==> src/rtl/uart_pkg.sv <==
// Shared UART definitions: frame state encoding and datapath widths used by
// both the transmitter and the receiver.
package uart_pkg;
  localparam int DATA_W = 16;
  localparam int DIV_W  = 16;
  localparam int BPW_W  = 5;

  typedef enum logic [2:0] {IDLE, START, DATA, PARITY, STOP, STOP2} uart_state_e;
endpackage

==> src/rtl/uart_rx_sync.sv <==
// Metastability synchroniser for the asynchronous rx line plus a one-cycle
// falling-edge strobe on the synchronised value.
module uart_rx_sync #(
  parameter int SYNC_STAGES = 2
) (
  input  logic clk,
  input  logic rst,
  input  logic rx,
  output logic rxs,
  output logic fall
);
  logic [SYNC_STAGES-1:0] sync_q;
  logic                   rxs_q;

  // Flops reset to the idle-high line level so reset release is not an edge.
  always_ff @(posedge clk or posedge rst) begin
    if (rst) begin
      sync_q <= '1;
      rxs_q  <= 1'b1;
    end else begin
      sync_q <= {sync_q[SYNC_STAGES-2:0], rx};
      rxs_q  <= rxs;
    end
  end

  assign rxs  = sync_q[SYNC_STAGES-1];
  assign fall = rxs_q & ~rxs;
endmodule

==> src/rtl/uart_rx.sv <==
// UART receiver: mid-bit sampling of start/data/parity/stop bits, word held
// for the host until rd_en, with parity, framing and overrun reporting.
module uart_rx
  import uart_pkg::*;
#(
  parameter int SYNC_STAGES = 2
) (
  input  logic              clk,
  input  logic              rst,
  input  logic              rx,
  input  logic [DIV_W-1:0]  clk_div,
  input  logic [BPW_W-1:0]  bits_per_word,
  input  logic              parity_en,
  input  logic              parity_evan_odd,
  input  logic              two_stop_bit,
  input  logic              rd_en,
  output logic [DATA_W-1:0] data_out,
  output logic              valid,
  output logic              parity_err,
  output logic              frame_err,
  output logic              overrun,
  output logic              busy
);
  uart_state_e       state, state_n;
  logic              rxs, fall;
  logic [DIV_W-1:0]  cnt, div_l;
  logic [BPW_W-1:0]  bpw_l;
  logic              pen_l, peo_l, two_l;
  logic [3:0]        bit_pos;
  logic [DATA_W-1:0] shift, mask;
  logic              par, perr, ferr, ferr_n;
  logic              tick, complete;

  uart_rx_sync #(.SYNC_STAGES(SYNC_STAGES)) u_sync (
    .clk (clk),
    .rst (rst),
    .rx  (rx),
    .rxs (rxs),
    .fall(fall)
  );

  assign tick = (state inside {DATA, PARITY, STOP, STOP2}) && (cnt == div_l - DIV_W'(1));
  assign busy = (state != IDLE);

  always_comb begin
    mask = '0;
    for (int i = 0; i < DATA_W; i++) mask[i] = (BPW_W'(i) <= bpw_l);
  end

  always_ff @(posedge clk or posedge rst) begin
    if (rst) state <= IDLE;
    else     state <= state_n;
  end

  always_comb begin
    state_n  = state;
    complete = 1'b0;
    ferr_n   = ferr;
    unique case (state)
      IDLE:   if (fall) state_n = START;
      START:  if (cnt == (div_l >> 1)) state_n = rxs ? IDLE : DATA;
      DATA:   if (tick && ({1'b0, bit_pos} == bpw_l)) state_n = pen_l ? PARITY : STOP;
      PARITY: if (tick) state_n = STOP;
      STOP: if (tick) begin
        ferr_n = ~rxs;
        if (two_l) state_n = STOP2;
        else begin
          state_n  = IDLE;
          complete = 1'b1;
        end
      end
      STOP2: if (tick) begin
        ferr_n   = ferr | ~rxs;
        state_n  = IDLE;
        complete = 1'b1;
      end
      default: state_n = IDLE;
    endcase
  end

  always_ff @(posedge clk or posedge rst) begin
    if (rst) begin
      cnt        <= '0;
      div_l      <= '0;
      bpw_l      <= '0;
      pen_l      <= 1'b0;
      peo_l      <= 1'b0;
      two_l      <= 1'b0;
      bit_pos    <= '0;
      shift      <= '0;
      par        <= 1'b0;
      perr       <= 1'b0;
      ferr       <= 1'b0;
      data_out   <= '0;
      valid      <= 1'b0;
      parity_err <= 1'b0;
      frame_err  <= 1'b0;
      overrun    <= 1'b0;
    end else begin
      if (state_n != state || tick) cnt <= '0;
      else if (state != IDLE)       cnt <= cnt + DIV_W'(1);

      // Frame configuration is frozen at the start edge.
      if (state == IDLE && fall) begin
        div_l <= clk_div;
        bpw_l <= bits_per_word;
        pen_l <= parity_en;
        peo_l <= parity_evan_odd;
        two_l <= two_stop_bit;
      end

      if (state == START && state_n == DATA) begin
        bit_pos <= '0;
        par     <= peo_l;
      end
      if (state == DATA && tick) begin
        shift[bit_pos] <= rxs;
        par            <= par ^ rxs;
        bit_pos        <= bit_pos + 4'd1;
      end
      if (state == PARITY && tick) perr <= (rxs != par);
      ferr <= ferr_n;

      // Stale high bits from a longer previous word are masked off here.
      if (complete) begin
        data_out   <= shift & mask;
        parity_err <= pen_l & perr;
        frame_err  <= ferr_n;
        valid      <= 1'b1;
        overrun    <= valid & ~rd_en;
      end else if (rd_en && valid) begin
        valid   <= 1'b0;
        overrun <= 1'b0;
      end
    end
  end
endmodule

==> config.mk <==
export PLATFORM = sky130hd
export DESIGN_NAME = uart_rx
export DESIGN_NICKNAME = d
export VERILOG_FILES = /design/src/rtl/uart_pkg.sv /design/src/rtl/uart_rx_sync.sv /design/src/rtl/uart_rx.sv
export SDC_FILE = /design/constraint.sdc
export NUM_CORES = 1
export LEC_CHECK = 0
export CAP_MARGIN = 20
export CELL_PAD_IN_SITES_DETAIL_PLACEMENT = 0
export CELL_PAD_IN_SITES_GLOBAL_PLACEMENT = 1
export CORE_ASPECT_RATIO = 1.2
export CORE_MARGIN = 1.5
export CORE_UTILIZATION = 41
export CTS_CLUSTER_DIAMETER = 200
export DETAILED_ROUTE_END_ITERATION = 10
export PLACE_DENSITY_LB_ADDON = 0.1
export SYNTH_ARGS = -nofsm -noshare
export SYNTH_HDL_FRONTEND = slang
export SYNTH_SLANG_ARGS = --single-unit
export TNS_END_PERCENT = 1
==> constraint.sdc <==
create_clock -name clk -period 3.5 [get_ports clk]
set_input_delay 0.7 -clock clk [delete_from_list [all_inputs] [get_ports clk]]
set_output_delay 0.7 -clock clk [all_outputs]
set_load 0.005 [all_outputs]
==> results.yml <==
floorplanning:
  rows: 43
  die_h_um: 123.1
  die_area_sq_um: 12690
  die_x_um: 103.1
  ios: 49
  core_sq_um: 11620
  initial_core_util_pct: 42.42
grt:
  grt.overflow.total: 0
  track_usage_pct: 20.31
  grt_max_degree: 41
  grt_pass1_wl_mm: 19.22
  antenna_found_initial: 0
  grt_pass1_vias: 3755
placement:
  pre_cts_ws_ns: 0.05256
  dp_cells: 684
  numPortBuffers: 48
  place_area_sq_um: 5657
  hpwl_mm: 8.798
  gp_congestion: 0.8097
layout:
  n_fill_cell: 1122
  n_antenna_cell: 0
  fin_area_sq_um: 5949
  layout_commonest_cell: "dfrtp_1"
  nets: 572
  drive_gt1_share_pct: 17.13
  syn_to_final_growth_pct: 20.69
  fin_cells: 700
  final_cell_mix: "dfrtp_1, clkdlybuf4s50_1, nand2_1"
worst_setup_path:
  cpMaxStageDelayCell: "or4_4"
  r2r_start: "div_l[0]$_DFFE_PP0P_"
  cp_common_cell: "or4_4"
  rr_endpoint: "shift[15]$_DFFE_PP0P_"
  critical-path-top-delay-family: "simple AND/OR/NAND/NOR gates"
  ff2ff_path_depth: 11
  path_cells: "inv_1 -> ha_2 -> or3b_4 -> or4_4 -> a2111oi_4 -> nand2_1 -> or4_4 -> nor4_4 -> buf_12 -> nand4_1 -> mux2_4"
  r2r_slack_ns: 0.1
  startpoint_type: "flip-flop"
  critical_path_class: "flip-flop to flip-flop"
  crit_buf_inv: 2
  cp_slowest_stage_delay_ns: 0.51
  crit_fanout: 18
  worstPathArrival_ns: 3.65
  cp-end-kind: "flip-flop"
  required_ns: 3.75
clock_tree:
  cts_max_path_buffers: 2
  clock_sinks: 89
  cts-root-buf: "clkbuf_16"
  ctsHoldBuffers: 0
  postCtsSetupRepairBufs: 0
  insertion_delay_ns: 0.36
  numCtsBuffers: 9
  clk_pin_slew_ns: 0.07
  cts_resized: 0
  htreeDepth: 3
  cts_tree: "built"
worst_hold_path:
  hp-class: "flip-flop to flip-flop"
  holdCritStartpoint: "u_sync.sync_q[0]$_DFF_PP1_"
  hold_depth: 0
  hold_path_end: "u_sync.sync_q[1]$_DFF_PP1_"
power_and_ir_drop:
  irDropWorstVdd_mv: 0.3002
  p_leak_nw: 2.502
  power-per-cell-area_nw_per_um2: 601.9
sta:
  rsz0062_at_grt: "yes"
  report.final.slew_viol_count: 0
  max_slew.worst_pin.slew_ns: 0.7706
  finalSetupViolCount: 0
  relSlewSlack_pct: 48.63
  fmax_mhz: 293.9
  min_period_over_period_pct: 97.21
  fin_worst_skew_ns: 0.01131
  layout_min_cycle_time_ns: 3.402
  hold_violations: 0
  setup_ws_ns: 0.09752
drt:
  drt_iter0_markers: 149
  viasPerCell: 5.357
  drt-wirelength-per-cell_um: 17.06
  vias: 3750
  drc: 0
  drtAntennaViolNets: 0
  totalWireLength_mm: 11.94
  drt-pass1-iter-count: 4
synthesis:
  synth_seq_area_share_pct: 45.25
  synthFlopType: "dfrtp_1"
  yosysUniqueCellTypes: 54
  synth.yosys.warnings: 0
  syn_nets: 524
  syn_inst: 490
  mappedNetlistArea_sq_um: 4930
  synth_edf_count: 0
  synth_area_per_cell_sq_um: 10.06
  ys_async_sr_fraction_pct: 100.0
  ys_ff_latch: 89
run_status:
  status: "completed"
flow_run:
  maxCapViolations: 0
-- worst reg2reg max path, delay by kind of cell (launching register included) --
kind            cells  cell delay, ns
flops               1            0.38
simple gates        6            1.78
buf+inv             2            0.25
compound gates      1            0.36
mux                 1            0.33
fa+ha+maj           1            0.19
-- through the flow --
step | power [W] | hold slack, ns | utilization (%) | TNS (ns)
floorplan | 0.002313 | 0.3452 | - | 0
global placement | 0.002655 | 0.3471 | 48.68 | 0
detailed placement | 0.002680 | 0.3485 | 48.68 | 0
CTS | 0.003599 | 0.3576 | 51.02 | 0
global route | 0.003792 | 0.3679 | 51.20 | -0.6073
finish | 0.003581 | 0.3585 | 51.20 | 0
-- logic make-up after synthesis --
family	count (synthesis)	share of synthesized area, %
muxes	50	11.68
buffers and inverters	43	3.629
and+or+nand+nor	171	18.20
DFF	89	45.25
AOI/OAI and AO/OA	77	10.13
adders and majority gates	6	1.523
xor gates and xnor gates	54	9.594
-- Yosys cell counts (all sizes together) (3+ instances only) --
cell type / n / share of area (%)
a21o: 5 / 0.76
a21oi: 8 / 0.81
and3: 9 / 1.1
buf: 7 / 0.89
clkbuf: 26 / 2.0
dfrtp: 86 / 44
dfstp: 3 / 1.6
ha: 6 / 1.5
inv: 10 / 0.76
mux2: 45 / 11
mux2i: 5 / 1.0
nand2: 45 / 3.4
nand2b: 7 / 0.89
nand3: 23 / 2.3
nand4: 10 / 1.3
nor2: 34 / 2.6
nor2b: 5 / 0.63
nor3: 10 / 1.0
nor4: 8 / 1.6
nor4b: 3 / 0.53
o2111ai: 3 / 0.53
o211ai: 3 / 0.46
o21a: 3 / 0.46
o21ai: 37 / 3.8
o31ai: 4 / 0.61
or3: 4 / 0.61
or4: 7 / 1.2
xnor2: 26 / 4.6
xor2: 28 / 5.0
-- where the power goes --
group	switching [W]	total [W]	internal, W
logic	0.000568	0.00114	0.000573
clock network	0.000427	0.000912	0.000485
registers	0.000329	0.00153	0.00120
total	0.00132	0.00358	0.00226
-- how the worst max path moves through the flow --
stage                               startpoint                    end  cells after the start
after CTS                 div_l[0]$_DFFE_PP0P_  shift[12]$_DFFE_PP0P_                     11
after global placement    div_l[0]$_DFFE_PP0P_  shift[12]$_DFFE_PP0P_                     11
after global routing      div_l[0]$_DFFE_PP0P_  shift[13]$_DFFE_PP0P_                     11
final                     div_l[0]$_DFFE_PP0P_  shift[15]$_DFFE_PP0P_                     11
after floorplan           div_l[0]$_DFFE_PP0P_   shift[8]$_DFFE_PP0P_                     11
after detailed placement  div_l[0]$_DFFE_PP0P_  shift[12]$_DFFE_PP0P_                     11
-- registers in the layout, summed over array words and instances (netlist names), 2 cells and up --
register,flops
state,3
data_out,16
cnt,16
bit_pos,4
u_sync.sync_q,2
div_l,16
bpw_l,5
shift,16
-- routing by layer --
metal | global-route usage (%) | vias up | routed length (um)
met4 | 9.713 | 0 | 330
met3 | 3.448 | 20 | 237
li1 | - | 1813 | -
met2 | 36.43 | 46 | 6504
met1 | 23.18 | 1871 | 4869
met5 | 0 | - | 0
-- area by class of cell --
cell class	instances	area [sq um]	share of cell area [%]
clock buffer	11	232.7	3.912
clock inverter	5	40.04	0.6730
inverter	10	38.79	0.6519
multi-input combinational	358	2540	42.69
sequential	89	2231	37.50
tap	157	196.4	3.302
timing repair buffer	70	670.6	11.27
Note: power is estimated with default switching activity, not from simulation.
